===== src/rtl/add16_arb_pkg.sv =====
// add16_arb_pkg: shared types for add16_arbiter (flag fields exist only when ADD16_ARB_FLAGS_EN is defined)
package add16_arb_pkg;
    localparam int WORD_W   = 16;
    localparam int ID_MAX_W = 3;
    typedef logic [WORD_W-1:0] word_t;
    typedef enum logic {EMPTY, FULL} out_state_e;
    typedef struct packed {
        word_t               sum;
        logic [ID_MAX_W-1:0] id;
`ifdef ADD16_ARB_FLAGS_EN
        logic                cout;
        logic                ovf;
`endif
    } rsp_t;
endpackage


===== src/rtl/ADD16.sv =====
// ADD16: 16-bit ripple-carry adder; ports x, y, cin in, sum out (no carry-out port)
module ADD16 (
    input  logic [15:0] x,
    input  logic [15:0] y,
    input  logic        cin,
    output logic [15:0] sum
);
    logic carry;
    always_comb begin
        sum   = '0;
        carry = cin;
        for (int i = 0; i < 16; i++) begin
            sum[i] = x[i] ^ y[i] ^ carry;
            carry  = (x[i] & y[i]) | ((x[i] ^ y[i]) & carry);
        end
    end
endmodule


===== src/rtl/rr_arbiter.sv =====
// rr_arbiter: combinational round-robin pick; req/ptr/en in, one-hot gnt and binary gnt_idx out
module rr_arbiter
    import add16_arb_pkg::*;
#(
    parameter int N  = 4,
    parameter int IW = $clog2(N)
) (
    input  logic [N-1:0]  req,
    input  logic [IW-1:0] ptr,
    input  logic          en,
    output logic [N-1:0]  gnt,
    output logic [IW-1:0] gnt_idx
);
    logic [IW-1:0] idx;
    // Scan from farthest to nearest so the last hit is the first valid index at/after ptr.
    always_comb begin
        gnt     = '0;
        gnt_idx = '0;
        idx     = '0;
        for (int k = N - 1; k >= 0; k--) begin
            idx = IW'((int'(ptr) + k) % N);
            if (en && req[idx]) begin
                gnt     = N'(1) << idx;
                gnt_idx = idx;
            end
        end
    end
endmodule


===== src/rtl/add16_arbiter.sv =====
// add16_arbiter: round-robin sharing of one ADD16 among N_REQ requesters with a registered, tagged response
// Ports: clk, rst (sync, active-high); req_valid/req_ready/req_x/req_y per requester;
//        rsp_valid/rsp_ready/rsp_sum/rsp_id response stream; busy; rsp_cout/rsp_ovf when ADD16_ARB_FLAGS_EN is defined
module add16_arbiter
    import add16_arb_pkg::*;
#(
    parameter int N_REQ = 4,
    parameter int ID_W  = $clog2(N_REQ)
) (
    input  logic                      clk,
    input  logic                      rst,
    input  logic [N_REQ-1:0]          req_valid,
    output logic [N_REQ-1:0]          req_ready,
    input  logic [N_REQ*WORD_W-1:0]   req_x,
    input  logic [N_REQ*WORD_W-1:0]   req_y,
    output logic                      rsp_valid,
    input  logic                      rsp_ready,
    output logic [WORD_W-1:0]         rsp_sum,
    output logic [ID_W-1:0]           rsp_id,
`ifdef ADD16_ARB_FLAGS_EN
    output logic                      rsp_cout,
    output logic                      rsp_ovf,
`endif
    output logic                      busy
);
    out_state_e       state, state_d;
    rsp_t             rsp_q, rsp_new;
    logic [ID_W-1:0]  ptr, gnt_idx;
    logic [N_REQ-1:0] gnt;
    logic             can_accept, xfer;
    word_t            x_sel, y_sel, sum;

    always_ff @(posedge clk) begin
        if (rst) state <= EMPTY;
        else     state <= state_d;
    end

    always_comb state_d = (xfer || (state == FULL && !rsp_ready)) ? FULL : EMPTY;

    always_comb begin
        rsp_valid  = state == FULL;
        can_accept = !rsp_valid || rsp_ready;
        busy       = rsp_valid || |req_valid;
    end

    // Gating with rst keeps a request from being accepted in the reset cycle.
    rr_arbiter #(.N(N_REQ), .IW(ID_W)) u_arb (
        .req     (req_valid),
        .ptr     (ptr),
        .en      (can_accept && !rst),
        .gnt     (gnt),
        .gnt_idx (gnt_idx)
    );

    assign req_ready = gnt;
    assign xfer      = |gnt;
    assign x_sel     = req_x[WORD_W*gnt_idx +: WORD_W];
    assign y_sel     = req_y[WORD_W*gnt_idx +: WORD_W];

    ADD16 u_add (.x(x_sel), .y(y_sel), .cin(1'b0), .sum(sum));

    always_comb begin
        rsp_new     = '0;
        rsp_new.sum = sum;
        rsp_new.id  = ID_MAX_W'(gnt_idx);
`ifdef ADD16_ARB_FLAGS_EN
        // ADD16 has no carry-out, so rebuild it from the top bit of operands and sum.
        rsp_new.cout = (x_sel[15] & y_sel[15]) | ((x_sel[15] ^ y_sel[15]) & ~sum[15]);
        rsp_new.ovf  = (x_sel[15] == y_sel[15]) && (sum[15] != x_sel[15]);
`endif
    end

    always_ff @(posedge clk) begin
        if (rst) begin
            rsp_q <= '0;
            ptr   <= '0;
        end else if (xfer) begin
            rsp_q <= rsp_new;
            ptr   <= (gnt_idx == ID_W'(N_REQ - 1)) ? '0 : gnt_idx + 1'b1;
        end
    end

    assign rsp_sum = rsp_q.sum;
    assign rsp_id  = ID_W'(rsp_q.id);
`ifdef ADD16_ARB_FLAGS_EN
    assign rsp_cout = rsp_q.cout;
    assign rsp_ovf  = rsp_q.ovf;
`endif
endmodule


===== config.mk =====
export PLATFORM = sky130hd
export DESIGN_NAME = add16_arbiter
export DESIGN_NICKNAME = d
export VERILOG_FILES = /design/src/rtl/add16_arb_pkg.sv /design/src/rtl/ADD16.sv /design/src/rtl/rr_arbiter.sv /design/src/rtl/add16_arbiter.sv
export SDC_FILE = /design/constraint.sdc
export NUM_CORES = 1
export LEC_CHECK = 0
export ABC_CLOCK_PERIOD_IN_PS = 10000
export CAP_MARGIN = 15
export CORE_MARGIN = 2
export CORE_UTILIZATION = 39
export DETAILED_ROUTE_END_ITERATION = 10
export PLACE_DENSITY = 0.83
export SYNTH_ARGS = -nofsm -noshare
export SYNTH_HDL_FRONTEND = slang
export SYNTH_SLANG_ARGS = --single-unit

===== constraint.sdc =====
create_clock -name clk -period 10 [get_ports clk]
set_clock_uncertainty 0.15 [all_clocks]
set_input_delay 1 -clock clk [delete_from_list [all_inputs] [get_ports clk]]
set_output_delay 1 -clock clk [all_outputs]
set_load 0.1 [all_outputs]

==> impl_metrics.env <==
export IMPL_critPathCaptureType="flip-flop"
export IMPL_hold_path_startpoint="rsp_sum[2]$_SDFFE_PP0P_"
export IMPL_yosysWarnings=0
export IMPL_drv_slew=0
export IMPL_dp_hpwl_um=7190
export IMPL_syn_cell_area_um2=2670
export IMPL_vias_per_cell=5.29
export IMPL_die_w_um=86.8
export IMPL_drive_above_1_share_pct=5.83
export IMPL_fin_crit_sh_pct=90.6
export IMPL_ioPinCount=159
export IMPL_routed_wl_um=8710
export IMPL_h_tree_depth=1
export IMPL_firstDrtPassIters=4
export IMPL_ys_async_sr_fraction_pct=0
export IMPL_grt_usage_pct=22.8
export IMPL_critPathArrivalTime_ps=9110
export IMPL_cap_viol_max_count=0
export IMPL_p_leak_nw=1.84
export IMPL_critPathKind="flip-flop to flip-flop"
export IMPL_clk_pin_slew_worst_paths_ps=80
export IMPL_portBuffers=158
export IMPL_tns_ps=0
export IMPL_fin_util_pct=64.1
export IMPL_cts_hold_buf=0
export IMPL_final_common_cell="clkdlybuf4s50_1"
export IMPL_layout_common_cells="clkdlybuf4s50_1 (158), nand2_1 (145), nor2_1 (31)"
export IMPL_startpoint_type="flip-flop"
export IMPL_postSynthAreaPerCell_um2=6.73
export IMPL_ant_nets=0
export IMPL_grt_pass1_wl_um=14000
export IMPL_vias=3238
export IMPL_synth_edf_count=0
export IMPL_clockBufferDepth=2
export IMPL_die_h_um=86.8
export IMPL_path_max_fanout=28
export IMPL_wire_per_inst_um=14.2
export IMPL_synth_nets=551
export IMPL_relSlewSlack_pct=30.5
export IMPL_drc=0
export IMPL_nets=687
export IMPL_setup_viol=0
export IMPL_grt_pass1_vias=3207
export IMPL_yosysUniqueCellTypes=37
export IMPL_finalHoldViolCount=0
export IMPL_cts_setup_buffers=0
export IMPL_ys_flop_type="dfxtp_1"
export IMPL_cts_resized=0
export IMPL_vdd_ir_drop_max_v=0.000109
export IMPL_reg2reg_from="ptr[0]$_SDFFE_PP0P_"
export IMPL_fin_cells=612
export IMPL_start_util_pct=39.8
export IMPL_status="finished clean"
export IMPL_synthCells=397
export IMPL_min_period_ps=9060
export IMPL_cp_required_ps=10040
export IMPL_rows=30
export IMPL_rsz0062_at_grt="no"
export IMPL_holdWs_ps=351
export IMPL_gp_congestion=0.886
export IMPL_power_density_nw_per_um2=287
export IMPL_antenna_cells=0
export IMPL_dp_cells=608
export IMPL_ys_seq_area_share_pct=15.7
export IMPL_total_power_mw=1.23
export IMPL_clock_sinks=21
export IMPL_drtIter0Drc=136
export IMPL_dieArea_um2=7530
export IMPL_root_buffer="clkbuf_8"
export IMPL_grt_ovfl_total=0
export IMPL_cts_made_buffers=3
export IMPL_ys_ff_latch=21
export IMPL_grt_max_degree=41
export IMPL_hold_class="flip-flop to flip-flop"
export IMPL_tightest_slew_ps=1040
export IMPL_clk_latency_ps=270
export IMPL_antenna_found_initial=0
export IMPL_max_freq_mhz=110
export IMPL_syn_to_final_growth_pct=61.1
export IMPL_cts_tree="yes"
export IMPL_core_um2=6720
export IMPL_crit_start="ptr[0]$_SDFFE_PP0P_"
-- Yosys cell counts, types with 2 or more instances --
| cell type | instances | area [µm²] |
|---|---|---|
| nand2_1 | 145 | 544 |
| nor2_1 | 31 | 116 |
| nand3_1 | 25 | 125 |
| clkbuf_1 | 23 | 86.3 |
| o21ai_0 | 23 | 115 |
| dfxtp_1 | 21 | 420 |
| a211oi_2 | 14 | 175 |
| fa_1 | 14 | 280 |
| mux2i_1 | 14 | 140 |
| a31oi_1 | 12 | 75.1 |
| and3_1 | 12 | 75.1 |
| xnor2_1 | 6 | 52.6 |
| ha_1 | 5 | 62.6 |
| inv_1 | 5 | 18.8 |
| nand4_1 | 5 | 31.3 |
| a21oi_1 | 4 | 20.0 |
| buf_6 | 4 | 45.0 |
| o211ai_1 | 4 | 30.0 |
| buf_2 | 3 | 15.0 |
| mux4_2 | 3 | 67.6 |
| nor2b_1 | 3 | 18.8 |
| mux2_1 | 2 | 22.5 |
| nand2b_1 | 2 | 12.5 |
| nand3b_1 | 2 | 15.0 |
| nor3_1 | 2 | 10.0 |
| o221ai_1 | 2 | 17.5 |
-- where the power goes --
part / internal (mW) / leakage (nW) / switching [mW]
registers: 0.120 / 0.175 / 0.0292
logic: 0.364 / 1.64 / 0.664
clock network: 0.0282 / 0.0217 / 0.0293
-- final timing paths --
path / to / slack [ps] / cells past startpoint
max reg2reg: rsp_sum[15]$_SDFFE_PP0P_ / 940 / 27
min reg2reg: rsp_sum[2]$_SDFFE_PP0P_ / 350 / 2
max: rsp_sum[15]$_SDFFE_PP0P_ / 940 / 27
min: rsp_sum[2]$_SDFFE_PP0P_ / 350 / 2
-- per-stage QoR --
stage                     setup WS (ps)  area [µm²]
after global routing                433        4310
after detailed placement            670        4260
after floorplan                    1890        2670
final                               936        4310
after global placement              965        4260
after CTS                           922        4310
-- flip-flops by register name, summed over array words and instances (netlist names) --
register,cells
ptr,2
rsp_id,2
rsp_sum,16
rsp_valid,1
-- area by class of cell --
class	instances	area [µm²]
Multi-Input combinational cell	338	2090
Sequential cell	21	420
Clock buffer	3	41.3
Inverter	6	22.5
Clock inverter	1	7.51
Fill cell	562	2410
Timing Repair Buffer	163	1620
Tap cell	80	100
-- critical path, cell delays in order, from the launching register on --
cell	delay, ps
dfxtp_1	670
inv_1	260
ha_1	570
mux2i_1	140
a211oi_1	380
o221ai_4	370
inv_2	460
nand2_1	100
and3_1	190
a31oi_1	170
ha_1	190
fa_1	190
fa_1	180
fa_1	160
inv_1	50
fa_1	370
fa_1	390
fa_1	400
fa_1	390
fa_1	400
fa_1	400
fa_1	430
fa_1	400
fa_1	390
fa_1	400
fa_1	400
xnor2_1	150
a211oi_2	210
-- layer usage --
metal,GRT usage [%],vias to the layer above,part of all wire [%]
met5,0,-,0
met4,11.4,0,4.1
met1,26.4,1471,39
met3,3.24,29,5.4
li1,-,1611,-
met2,40.7,127,52
-- cell families (layout without fill, tap and decap cells) --
family,count (synthesis),after routing,synth area share (%)
muxes,19,19,8.61
adders and majority gates,19,19,12.8
and+or+nand+nor,230,230,36.5
AOI/OAI and AO/OA,64,64,17.7
xor gates and xnor gates,6,6,1.97
DFF,21,21,15.7
buffers and inverters,38,173,6.74
No activity file was read; power rests on OpenSTA's default activity.
